## src/rtl/div_sequencer_if.sv

```systemverilog
// -----------------------------------------------------------------------------
// div_sequencer_if
// Groups the signals between the divide sequencer, the EXE stage, the result
// consumer and the multi-cycle divider.
//   Request  : req_valid, req_op, req_a, req_b  -> sequencer; req_ready back
//   Flush    : flush                            -> sequencer
//   Response : resp_valid, resp_data            -> consumer; resp_ready back
//   Divider  : div_start, div_op, div_a, div_b  -> divider;  div_f, div_done back
//   Status   : err_timeout (sticky watchdog flag)
// Modports:
//   slave  - the sequencer itself
//   master - everything around it (EXE, consumer, divider)
// -----------------------------------------------------------------------------
interface div_sequencer_if #(
    parameter int XLEN = 32
);
    logic            req_valid;
    logic [1:0]      req_op;
    logic [XLEN-1:0] req_a;
    logic [XLEN-1:0] req_b;
    logic            req_ready;
    logic            flush;
    logic            resp_valid;
    logic [XLEN-1:0] resp_data;
    logic            resp_ready;
    logic            div_start;
    logic [1:0]      div_op;
    logic [XLEN-1:0] div_a;
    logic [XLEN-1:0] div_b;
    logic [XLEN-1:0] div_f;
    logic            div_done;
    logic            err_timeout;

    modport slave (
        input  req_valid, req_op, req_a, req_b, flush, resp_ready, div_f, div_done,
        output req_ready, resp_valid, resp_data, div_start, div_op, div_a, div_b,
               err_timeout
    );

    modport master (
        output req_valid, req_op, req_a, req_b, flush, resp_ready, div_f, div_done,
        input  req_ready, resp_valid, resp_data, div_start, div_op, div_a, div_b,
               err_timeout
    );
endinterface

```

## src/rtl/div_sequencer.sv

```systemverilog
// -----------------------------------------------------------------------------
// div_sequencer
// Sequences the multi-cycle EXE-stage divider for DIV/DIVU/REM/REMU.
// Accepts one request at a time, holds the operands for the divider, pulses
// div_start, waits for div_done and returns the result over valid/ready.
// Divide-by-zero and signed overflow are answered directly (no divider use).
// Flushes are absorbed: since the divider cannot abort, an in-flight divider
// op is drained (result discarded) before a new request is accepted.
// Ports:
//   clk, rst   clock and asynchronous active-high reset
//   bus        div_sequencer_if.slave (request, response, divider, status)
// Parameters:
//   XLEN       operand/result width
//   WDOG_CYC   divider cycles (counted from START) before err_timeout is set
// Optional feature (macro DIV_SEQ_PAIR_CACHE_EN):
//   Keeps {a,b,signedness} plus quotient and remainder of the last divider op;
//   the missing half is filled in idle background cycles. A matching request
//   is answered in one cycle. Undefined: every non-special op uses the divider.
// -----------------------------------------------------------------------------
module div_sequencer #(
    parameter int XLEN     = 32,
    parameter int WDOG_CYC = 40
) (
    input  logic           clk,
    input  logic           rst,
    div_sequencer_if.slave bus
);
    localparam int CW = $clog2(WDOG_CYC + 1);
    localparam logic [XLEN-1:0] INT_MIN = {1'b1, {(XLEN-1){1'b0}}};

    typedef enum logic [2:0] {S_IDLE, S_START, S_BUSY, S_DRAIN, S_RESP} state_t;

    state_t          state_q, state_d;
    logic [1:0]      op_q, op_d;
    logic [XLEN-1:0] a_q, a_d, b_q, b_d;
    logic [XLEN-1:0] data_q, data_d;
    logic [CW-1:0]   wdog_q, wdog_d;
    logic            err_q, err_d;

    logic            accept, b_zero, ovf, wdog_hit;
    logic [XLEN-1:0] special_val;

    // op[1] selects remainder, op[0] selects unsigned
    assign accept      = bus.req_valid && bus.req_ready;
    assign b_zero      = (bus.req_b == '0);
    assign ovf         = !bus.req_op[0] && (bus.req_a == INT_MIN) && (bus.req_b == '1);
    assign special_val = b_zero ? (bus.req_op[1] ? bus.req_a : '1)
                                : (bus.req_op[1] ? '0 : INT_MIN);
    assign wdog_hit    = (wdog_q >= CW'(WDOG_CYC - 1));

`ifdef DIV_SEQ_PAIR_CACHE_EN
    logic            c_vld_q, c_vld_d, c_sgn_q, c_sgn_d;
    logic            c_qv_q, c_qv_d, c_rv_q, c_rv_d, fill_q, fill_d;
    logic [XLEN-1:0] c_a_q, c_a_d, c_b_q, c_b_d, c_quo_q, c_quo_d, c_rem_q, c_rem_d;
    logic            c_hit, fill_go;

    assign c_hit   = c_vld_q && (c_sgn_q == !bus.req_op[0]) &&
                     (c_a_q == bus.req_a) && (c_b_q == bus.req_b) &&
                     (bus.req_op[1] ? c_rv_q : c_qv_q);
    // Background fill only when exactly one half of the pair is missing
    assign fill_go = c_vld_q && (c_qv_q != c_rv_q) && !bus.req_valid && !bus.flush;
`endif

    always_comb begin
        state_d = state_q;
        op_d    = op_q;
        a_d     = a_q;
        b_d     = b_q;
        data_d  = data_q;
        wdog_d  = wdog_q;
        err_d   = err_q;
`ifdef DIV_SEQ_PAIR_CACHE_EN
        c_vld_d = c_vld_q;
        c_sgn_d = c_sgn_q;
        c_qv_d  = c_qv_q;
        c_rv_d  = c_rv_q;
        c_a_d   = c_a_q;
        c_b_d   = c_b_q;
        c_quo_d = c_quo_q;
        c_rem_d = c_rem_q;
        fill_d  = fill_q;
`endif
        case (state_q)
            S_IDLE: begin
                if (accept) begin
                    op_d   = bus.req_op;
                    a_d    = bus.req_a;
                    b_d    = bus.req_b;
                    wdog_d = '0;
`ifdef DIV_SEQ_PAIR_CACHE_EN
                    fill_d = 1'b0;
`endif
                    if (b_zero || ovf) begin
                        data_d  = special_val;
                        state_d = S_RESP;
                    end
`ifdef DIV_SEQ_PAIR_CACHE_EN
                    else if (c_hit) begin
                        data_d  = bus.req_op[1] ? c_rem_q : c_quo_q;
                        state_d = S_RESP;
                    end
`endif
                    else begin
                        state_d = S_START;
                    end
                end
`ifdef DIV_SEQ_PAIR_CACHE_EN
                else if (fill_go) begin
                    // Quotient present -> fetch remainder, and vice versa
                    op_d    = {c_qv_q, !c_sgn_q};
                    a_d     = c_a_q;
                    b_d     = c_b_q;
                    wdog_d  = '0;
                    fill_d  = 1'b1;
                    state_d = S_START;
                end
`endif
            end
            S_START: begin
                wdog_d = wdog_q + 1'b1;
                if (bus.flush) begin
                    state_d = S_DRAIN;
                end
`ifdef DIV_SEQ_PAIR_CACHE_EN
                else if (fill_q && bus.req_valid) begin
                    state_d = S_DRAIN;
                end
`endif
                else begin
                    state_d = S_BUSY;
                end
            end
            S_BUSY: begin
                if (bus.div_done) begin
                    if (bus.flush) begin
                        // Divider already finished: nothing left to drain
                        state_d = S_IDLE;
                    end else begin
                        data_d  = bus.div_f;
                        state_d = S_RESP;
`ifdef DIV_SEQ_PAIR_CACHE_EN
                        c_vld_d = 1'b1;
                        c_sgn_d = !op_q[0];
                        c_a_d   = a_q;
                        c_b_d   = b_q;
                        if (op_q[1]) begin
                            c_rem_d = bus.div_f;
                            c_rv_d  = 1'b1;
                            c_qv_d  = fill_q ? c_qv_q : 1'b0;
                        end else begin
                            c_quo_d = bus.div_f;
                            c_qv_d  = 1'b1;
                            c_rv_d  = fill_q ? c_rv_q : 1'b0;
                        end
                        if (fill_q) begin
                            data_d  = data_q;
                            state_d = S_IDLE;
                        end
`endif
                    end
                end else if (bus.flush) begin
                    state_d = S_DRAIN;
                end
`ifdef DIV_SEQ_PAIR_CACHE_EN
                else if (fill_q && bus.req_valid) begin
                    state_d = S_DRAIN;
                end
`endif
                else if (wdog_hit) begin
                    err_d   = 1'b1;
                    state_d = S_IDLE;
                end else begin
                    wdog_d = wdog_q + 1'b1;
                end
            end
            S_DRAIN: begin
                if (bus.div_done) begin
                    state_d = S_IDLE;
                end else if (wdog_hit) begin
                    err_d   = 1'b1;
                    state_d = S_IDLE;
                end else begin
                    wdog_d = wdog_q + 1'b1;
                end
            end
            S_RESP: begin
                // flush wins over resp_ready; both leave for IDLE
                if (bus.flush || bus.resp_ready) begin
                    state_d = S_IDLE;
                end
            end
            default: state_d = S_IDLE;
        endcase
`ifdef DIV_SEQ_PAIR_CACHE_EN
        if (bus.flush) begin
            c_vld_d = 1'b0;
        end
`endif
    end

    always_ff @(posedge clk or posedge rst) begin
        if (rst) begin
            state_q <= S_IDLE;
            op_q    <= '0;
            a_q     <= '0;
            b_q     <= '0;
            data_q  <= '0;
            wdog_q  <= '0;
            err_q   <= 1'b0;
        end else begin
            state_q <= state_d;
            op_q    <= op_d;
            a_q     <= a_d;
            b_q     <= b_d;
            data_q  <= data_d;
            wdog_q  <= wdog_d;
            err_q   <= err_d;
        end
    end

`ifdef DIV_SEQ_PAIR_CACHE_EN
    always_ff @(posedge clk or posedge rst) begin
        if (rst) begin
            c_vld_q <= 1'b0;
            c_sgn_q <= 1'b0;
            c_qv_q  <= 1'b0;
            c_rv_q  <= 1'b0;
            c_a_q   <= '0;
            c_b_q   <= '0;
            c_quo_q <= '0;
            c_rem_q <= '0;
            fill_q  <= 1'b0;
        end else begin
            c_vld_q <= c_vld_d;
            c_sgn_q <= c_sgn_d;
            c_qv_q  <= c_qv_d;
            c_rv_q  <= c_rv_d;
            c_a_q   <= c_a_d;
            c_b_q   <= c_b_d;
            c_quo_q <= c_quo_d;
            c_rem_q <= c_rem_d;
            fill_q  <= fill_d;
        end
    end
`endif

    // A same-cycle flush blocks acceptance and hides a pending response
    assign bus.req_ready   = (state_q == S_IDLE) && !bus.flush;
    assign bus.resp_valid  = (state_q == S_RESP) && !bus.flush;
    assign bus.resp_data   = data_q;
    assign bus.div_start   = (state_q == S_START);
    assign bus.div_op      = op_q;
    assign bus.div_a       = a_q;
    assign bus.div_b       = b_q;
    assign bus.err_timeout = err_q;
endmodule
```

## src/flat_wrapper.sv

```systemverilog
// flat-port wrapper written by rule: the top's interface ports become plain ports
module div_sequencer_flat 
#(
    parameter int XLEN     = 32,
    parameter int WDOG_CYC = 40
)
  (clk, rst, bus_req_valid, bus_req_op, bus_req_a, bus_req_b, bus_flush, bus_resp_ready, bus_div_f, bus_div_done, bus_req_ready, bus_resp_valid, bus_resp_data, bus_div_start, bus_div_op, bus_div_a, bus_div_b, bus_err_timeout);
  div_sequencer_if #(.XLEN(XLEN)) bus_i ();
  input  logic clk;
  input  logic rst;
  input wire logic [$bits(bus_i.req_valid)-1:0] bus_req_valid;
  input wire logic [$bits(bus_i.req_op)-1:0] bus_req_op;
  input wire logic [$bits(bus_i.req_a)-1:0] bus_req_a;
  input wire logic [$bits(bus_i.req_b)-1:0] bus_req_b;
  input wire logic [$bits(bus_i.flush)-1:0] bus_flush;
  input wire logic [$bits(bus_i.resp_ready)-1:0] bus_resp_ready;
  input wire logic [$bits(bus_i.div_f)-1:0] bus_div_f;
  input wire logic [$bits(bus_i.div_done)-1:0] bus_div_done;
  output wire logic [$bits(bus_i.req_ready)-1:0] bus_req_ready;
  output wire logic [$bits(bus_i.resp_valid)-1:0] bus_resp_valid;
  output wire logic [$bits(bus_i.resp_data)-1:0] bus_resp_data;
  output wire logic [$bits(bus_i.div_start)-1:0] bus_div_start;
  output wire logic [$bits(bus_i.div_op)-1:0] bus_div_op;
  output wire logic [$bits(bus_i.div_a)-1:0] bus_div_a;
  output wire logic [$bits(bus_i.div_b)-1:0] bus_div_b;
  output wire logic [$bits(bus_i.err_timeout)-1:0] bus_err_timeout;
  assign bus_i.req_valid = bus_req_valid;
  assign bus_i.req_op = bus_req_op;
  assign bus_i.req_a = bus_req_a;
  assign bus_i.req_b = bus_req_b;
  assign bus_i.flush = bus_flush;
  assign bus_i.resp_ready = bus_resp_ready;
  assign bus_i.div_f = bus_div_f;
  assign bus_i.div_done = bus_div_done;
  assign bus_req_ready = bus_i.req_ready;
  assign bus_resp_valid = bus_i.resp_valid;
  assign bus_resp_data = bus_i.resp_data;
  assign bus_div_start = bus_i.div_start;
  assign bus_div_op = bus_i.div_op;
  assign bus_div_a = bus_i.div_a;
  assign bus_div_b = bus_i.div_b;
  assign bus_err_timeout = bus_i.err_timeout;
  div_sequencer #(.XLEN(XLEN), .WDOG_CYC(WDOG_CYC)) u_core (.clk(clk), .rst(rst), .bus(bus_i));
endmodule
```

## config.mk

```make
export PLATFORM = sky130hd
export DESIGN_NAME = div_sequencer_flat
export DESIGN_NICKNAME = d
export VERILOG_FILES = /design/src/rtl/div_sequencer_if.sv /design/src/rtl/div_sequencer.sv /design/src/flat_wrapper.sv
export SDC_FILE = /design/constraint.sdc
export NUM_CORES = 1
export LEC_CHECK = 0
export CAP_MARGIN = 20
export CORE_AREA = 2 2 78 155
export DETAILED_ROUTE_END_ITERATION = 10
export DIE_AREA = 0 0 80 157
export PLACE_DENSITY_LB_ADDON = 0.05
export SYNTH_ARGS = -nofsm -noshare
export SYNTH_HDL_FRONTEND = slang
export SYNTH_SLANG_ARGS = --single-unit
```

## constraint.sdc

```tcl
create_clock -name clk -period 9.4 [get_ports clk]
set_input_delay 1.41 -clock clk [delete_from_list [all_inputs] [get_ports clk]]
set_output_delay 1.41 -clock clk [all_outputs]
set_load 0.01 [all_outputs]
```

==> summary.md <==
| Metric | Value |
|---|---|
| Final instance area | `7600 µm²` |
| Critical path class | `in2out` |
| Top post-synthesis cells by area | `dfrtp_1, nand2_1, mux2_1` |
| Synth Flop Type | `dfrtp_1` |
| I/O pins | `between 200 and 250` |
| H-tree level count | `3` |
| Post-route ant nets | `0` |
| CP arrival | `just over 3 ns` |
| Yosys warning total | `0` |
| Starting Density | `46.3%` |
| Area grow syn2layout | `45.5%` |
| Initial antenna violation count | `0` |
| CTS resizes | `0` |
| Post-synthesis simple-gate area fraction | `around 28%` |
| Mapped Avg Cell Area | `~9.3 µm²` |
| Xor and xnor fraction of the mapped netlist area | `less than 1%` |
| Number of synthesized register bits | `108` |
| Worst Skew | `0.00775 ns` |
| Final setup vio count | `0` |
| Worst Path Max Fanout | `6` |
| Switching part of the total | `35.4%` |
| Final hold violation count | `0` |
| Core area | `~11000 µm²` |
| Slew margin rel. | `50.9%` |
| Final Max Slew Viols | `0` |
| Via count | `4695` |
| Post-synth net total | `666` |
| Port bufs | `205` |
| Register-to-register path setup slack | `6.59 ns` |
| RSZ-0062 raised after global routing | `no` |
| LEAKAGE | `3.53 nW` |
| Post-synth top area cell | `dfrtp_1` |
| Hpwl dp | `11.9 mm` |
| Crit path launch type | `input pin` |
| GRT Residual Overflow | `0` |
| Synth unique cells | `46` |
| Worst path required time | `between 7 and 8 ns` |
| Setup crit end kind | `primary output` |
| Largest family of logic cells by synthesized area | `simple AND/OR/NAND/NOR gates` |
| Worst Setup EP | `bus_req_ready` |
| Number of synthesized flops with an enable pin | `0` |
| Switching pwr | `0.716 mW` |
| Yosys top cell area share | `51.7%` |
| Post-Syn Instances | `561` |
| DRT iter0 DRCs | `between 200 and 300` |
| Clk buf depth | `2` |
| P_int | `1.31 mW` |
| CTS tree | `yes` |
| Origin of the critical flop-to-flop path | `u_core.state_q[1]` |
| Num CTS Buffers | `9` |
| WL/cell | `17.9 µm` |
| Worst hold path type | `reg2reg` |
| Antenna Cells | `0` |
| Largest net degree at the start of global routing | `70` |
| Die height | `157 µm` |
| First-pass GRT wire length | `25.3 mm` |
| Seq/Total Area, Yosys | `51.7%` |
| Fraction of registers with async set/reset | `100%` |
| DR DRC count | `0` |
| Layout cells sized above 1 | `around 6.6%` |
| Hold_buf cts | `0` |
| Maximum VDD drop | `0.168 mV` |
| Status | `finished clean` |
| Die area | `12600 µm²` |
| Number of cell rows | `55` |
| CTS sink count | `108` |
| Sequential Power Share | `37.8%` |
| Worst-margin pin slew | `around 0.74 ns` |
| Combinational share of power | `44.5%` |
| Crit share post-route | `roughly half` |
| Setup Buffers After CTS | `0` |
| GRT Overall Usage | `26.2%` |
| R2r endpoint | `u_core.bus.resp_data[31]` |
| Worst skew pair latency | `0.35 ns` |
| Mux contribution to synthesized area | `7.50%` |
| Adder-cell share of the synthesized area | `0.240%` |
| Worst setup startpoint | `bus_flush` |
| Synth Area in Compound Gates | `7.16%` |
| Via density per instance | `5.25` |
| TNS Setup | `0 ns` |
| Netlist Area Pre-Place | `5220 µm²` |
| DRT Wirelength | `16.0 mm` |
| Pwr Density | `266 nW/µm²` |
| Clock power share | `17.7%` |
| Worst-path clk slew | `0.07 ns` |
| TritonRoute pass-1 iters | `4` |
| Die Wd | `80 µm` |
| RD Place Congestion | `a little over 0.8` |
| Achievable Freq | `221 MHz` |
| Min Tclk post-route | `4.52 ns` |
| Max Cap Viol | `0` |
| Reg2reg path depth | `5` |
| Post-DP Area | `~7300 µm²` |
| Clock root buffer master | `clkbuf_16` |
| NumNets Final | `854` |
| Vias in the first global route | `4970` |
## per-stage QoR
step | setup slack, ns | util (%) | total power, mW | hold slack, ns | instances
after floorplan | 5.14 | - | 1.17 | 0.468 | 561
after global placement | 5.05 | 64.7 | 1.65 | 0.453 | 879
after detailed placement | 4.90 | 64.7 | 1.68 | 0.461 | 879
after CTS | 4.89 | 67.1 | 2.04 | 0.479 | 894
after global routing | 4.84 | 67.4 | 2.15 | 0.506 | 895
final | 4.88 | 67.4 | 2.02 | 0.474 | 895
## state kept, by name, summed over array words and instances (netlist names)
register	flops
u_core.bus.div_a	32
u_core.bus.div_b	32
u_core.bus.resp_data	32
u_core.wdog_q	6
u_core.state_q	3
u_core.bus.div_op	2
u_core.bus.err_timeout	1
## per-layer routing
| metal | GRT usage, % | routed length [µm] |
|---|---|---|
| met4 | 9.04 | 462 |
| met1 | 29.8 | 5770 |
| met3 | 6.25 | 1020 |
| met5 | 0 | 0 |
| met2 | 47.0 | 8730 |
## cells in the mapped netlist, types with 4 or more instances
cell      number
nand4_1        8
o21ai_0        6
and2b_2       16
and2b_1        4
nand2_1      235
xor2_1         4
nor4_1        13
mux2_1        29
nor3_1         4
o31ai_1       32
mux2_2         4
nor2b_1       11
inv_1          5
a21oi_1        4
dfrtp_1      108
buf_6          6
nor2_1         9
clkbuf_1      23
## area by class of cell
class                      count  area, µm²
clock buffer                  11        243
clock inverter                 4       32.5
fill                         961       3680
inverter                       6       25.0
multi-input combinational    413       2300
sequential                   108       2700
tap                          142        178
timing repair buffer         211       2120
## cells by family after synthesis
group,after synthesis
XOR/XNOR,4
multiplexers,35
buffers and inverters,40
AND/OR/NAND/NOR,321
adder cells (fa/ha/maj),1
flip-flops,108
AO/OA/AOI/OAI,52
## layout by cell type (no fill, tap or decap), types with 5 or more instances in the layout
cell type,synthesis,final
nand2_1,235,234
clkdlybuf4s50_1,0,205
dfrtp_1,108,108
o31ai_1,32,32
mux2_1,29,29
and2b_2,16,16
nor4_1,13,13
nor2b_1,11,11
nor2_1,9,9
clkbuf_16,0,9
nand4_1,8,8
o21ai_0,6,6
buf_4,0,5
## power groups by stage
stage | registers, mW | logic [mW] | clock network, mW
detailed placement | 0.772 | 0.909 | 0
floorplan | 0.831 | 0.341 | 0
finish | 0.766 | 0.901 | 0.358
CTS | 0.767 | 0.912 | 0.364
global placement | 0.762 | 0.892 | 0
global route | 0.790 | 0.984 | 0.381
## worst min-delay path by stage
stage	start	to	slack, ns	cells after the start
2_1_floorplan	u_core.wdog_q[1]	u_core.wdog_q[1]	0.47	2
3_3_place_gp	u_core.bus.err_timeout	u_core.bus.err_timeout	0.45	2
3_5_place_dp	u_core.bus.div_b[24]	u_core.bus.div_b[24]	0.46	2
4_1_cts	u_core.bus.div_b[28]	u_core.bus.div_b[28]	0.48	2
5_1_grt	u_core.bus.div_a[6]	u_core.bus.div_a[6]	0.51	2
6_report	u_core.bus.div_b[28]	u_core.bus.div_b[28]	0.47	2
## worst max-delay path: stages
cell	delay, ns
clkdlybuf4s50_1	0.51
nor4_1	0.54
clkdlybuf4s50_1	0.65
(Power assumes the default switching activity.)
==> variant (config.mk and constraints unchanged) <==
`WDOG_CYC` is set to 40 in 2 places; all go to 60.
--- a/src/rtl/div_sequencer.sv
+++ b/src/rtl/div_sequencer.sv
@@ -20,5 +20,5 @@
 module div_sequencer #(
     parameter int XLEN     = 32,
-    parameter int WDOG_CYC = 40
+    parameter int WDOG_CYC = 60
 ) (
     input  logic           clk,
--- a/src/flat_wrapper.sv
+++ b/src/flat_wrapper.sv
@@ -3,5 +3,5 @@
 #(
     parameter int XLEN     = 32,
-    parameter int WDOG_CYC = 40
+    parameter int WDOG_CYC = 60
 )
   (clk, rst, bus_req_valid, bus_req_op, bus_req_a, bus_req_b, bus_flush, bus_resp_ready, bus_div_f, bus_div_done, bus_req_ready, bus_resp_valid, bus_resp_data, bus_div_start, bus_div_op, bus_div_a, bus_div_b, bus_err_timeout);
Function: no difference found for any inputs over 4 cycles, from zero or initial values and one cycle with rst high; that may be too few to reach the edited logic, so the function may still have changed.
==> variant against the unedited design <==
Core utilization is 0.61 points lower; synthesized area fell by 2.2%; sequential cell count unchanged; cell area shrank 0.91%; total power grew 6.1%; first-iteration DRC count grew 12%; routed wire length down 0.11%; worst setup slack better by 0.13 ns; largest cell class unchanged.
==> variant: results (changes against the unedited design) <==
| Metric | Value |
|---|---|
| Max FO, Critical Path | `3 (was 6)` |
| Post-Synth Adder-Cell Area | `0.245% (was 0.240%)` |
| Hold Path Class | `reg -> reg (unchanged)` |
| Largest cells by area after synthesis | `dfrtp_1 (53%), nand2_1 (17%), mux2_4 (8.5%), o21ai_0 (6.5%), clkbuf_1 (2.0%) (was dfrtp_1 (52%), nand2_1 (17%), mux2_1 (6.3%), o31ai_1 (4.6%), and2b_2 (2.7%))` |
| Largest net degree at the start of global routing | `77 (was 70)` |
| Antenna violations before repair | `0 (unchanged)` |
| Mux share of post-synthesis cell area | `9.77% (was 7.50%)` |
| GR Util met1 | `30.2% (was 29.8%)` |
| Part of the Yosys area used for sequential elements | `52.9% (was 51.7%)` |
| XOR/XNOR Fraction of Synth Area | `0.686% (was 0.671%)` |
| Total GRT Usage | `25.8% (was 26.2%)` |
| Vias per inst | `5.25 (about the same)` |
| Starting DRT DRC Count | `293 (was 261)` |
| Post-CTS Setup Inserts | `0 (unchanged)` |
| Worst-path clk slew | `0.07 ns (about the same)` |
| Worst endpoint data arrival time | `2.98 ns (was 3.11 ns)` |
| Port Buffers | `205 (unchanged)` |
| Part of the power in registers | `36.6% (was 37.8%)` |
| Synth cell count leaders | `nand2_1 (232), dfrtp_1 (108), o21ai_0 (66) (was nand2_1 (235), dfrtp_1 (108), o31ai_1 (32))` |
| Compound-Gate Fraction of Synth Area | `7.76% (was 7.16%)` |
| Clock skew | `0.00748 ns (was 0.00775 ns)` |
| Max VDD drop | `0.183 mV (was 0.168 mV)` |
| Cts bufs inserted | `9 (unchanged)` |
| Root Buffer | `clkbuf_16 (unchanged)` |
| Max-Slew Margin vs Limit | `33.9% (was 50.9%)` |
| Clock insertion delay at the later pin of the skew report | `roughly 0.34 ns` |
| Yosys cell types | `37 (was 46)` |
| Synth Warn # | `0 (unchanged)` |
| Ys async rst share | `100% (unchanged)` |
| Ratio of cells with drive above 1 in the final layout | `8.84% (was 6.64%)` |
| Sw Pwr | `735 µW (was 716 µW)` |
| Pleak | `3.39 nW (was 3.53 nW)` |
| GP Congestion | `0.855 (was 0.832)` |
| Sw Share | `34.2% (was 35.4%)` |
| Post-DP HPWL | `12000 µm (was 11900 µm)` |
| Pre-antenna DRT Iters | `7 (was 4)` |
| Top FF cell, synth | `dfrtp_1 (unchanged)` |
| Cts repair resizes | `0 (unchanged)` |
| Run status | `completed (unchanged)` |
| Vias in the first global route | `4647 (was 4970)` |
| GR Util met3 | `4.47% (was 6.25%)` |
| Combinational share of power | `45.3% (was 44.5%)` |
| WL per Instance | `18.0 µm (was 17.9 µm)` |
| Layout net count | `847 (was 854)` |
| Global-route wire length before repair | `24600 µm (was 25300 µm)` |
| H-tree depth | `3 (unchanged)` |
| Synthesized net count | `659 (was 666)` |
| Filler instances | `944 (was 961)` |
| CTS Buffer Depth | `2 (unchanged)` |
| Routing usage on met2 | `44.8% (was 47.0%)` |
| # diodes | `0 (unchanged)` |
==> variant: layout make-up <==
class	instances	area share, %
Timing Repair Buffer	211	28.0
Sequential cell	108	35.9
Inverter	6	0.332
Clock inverter	6	0.913
Clock buffer	10	3.17
Tap cell	142	2.36
Multi-Input combinational cell	406	29.3
==> variant: stage by stage <==
stage                     setup WS [ns]  instance area [µm²]  util [%]  std cells  hold WS (ns)
after detailed placement           4.75                 7210      63.8        872         0.462
final                              5.01                 7530      66.8        889         0.475
after CTS                          5.02                 7510      66.6        888         0.480
after floorplan                    5.14                 5110         -        554         0.470
after global placement             4.78                 7210      63.8        872         0.457
after global routing               4.93                 7530      66.8        889         0.499
==> variant: metal layers <==
| layer | vias to the layer above | wire length, µm |
|---|---|---|
| met3 | 36 | 984 |
| met5 | - | 0 |
| met2 | 192 | 8480 |
| li1 | 2215 | - |
| met4 | 0 | 732 |
| met1 | 2224 | 5770 |
==> variant: final timing paths <==
check | cells after the start | slack (ns) | from | end
worst max-delay path | 3 | 5.01 | bus_flush | bus_req_ready
worst min-delay path | 2 | 0.48 | u_core.bus.div_b[25] | u_core.bus.div_b[25]
min in group asynchronous | 2 | 1.42 | rst | u_core.bus.div_a[1]
worst min register to register | 2 | 0.48 | u_core.bus.div_b[25] | u_core.bus.div_b[25]
worst max register to register | 5 | 6.94 | u_core.state_q[1] | u_core.bus.div_a[31]
max in group asynchronous | 3 | 6.62 | rst | u_core.bus.div_b[22]
==> variant: logic make-up after synthesis <==
logic type / Yosys count
multiplexers: 35
XOR/XNOR: 4
flip-flops: 108
AO/OA/AOI/OAI: 74
buffers and inverters: 40
AND/OR/NAND/NOR: 292
adder cells (fa/ha/maj): 1
==> variant: critical path, stage by stage <==
cell and delay, ns:
clkdlybuf4s50_1 0.45, nor4_1 0.48, clkdlybuf4s50_1 0.64
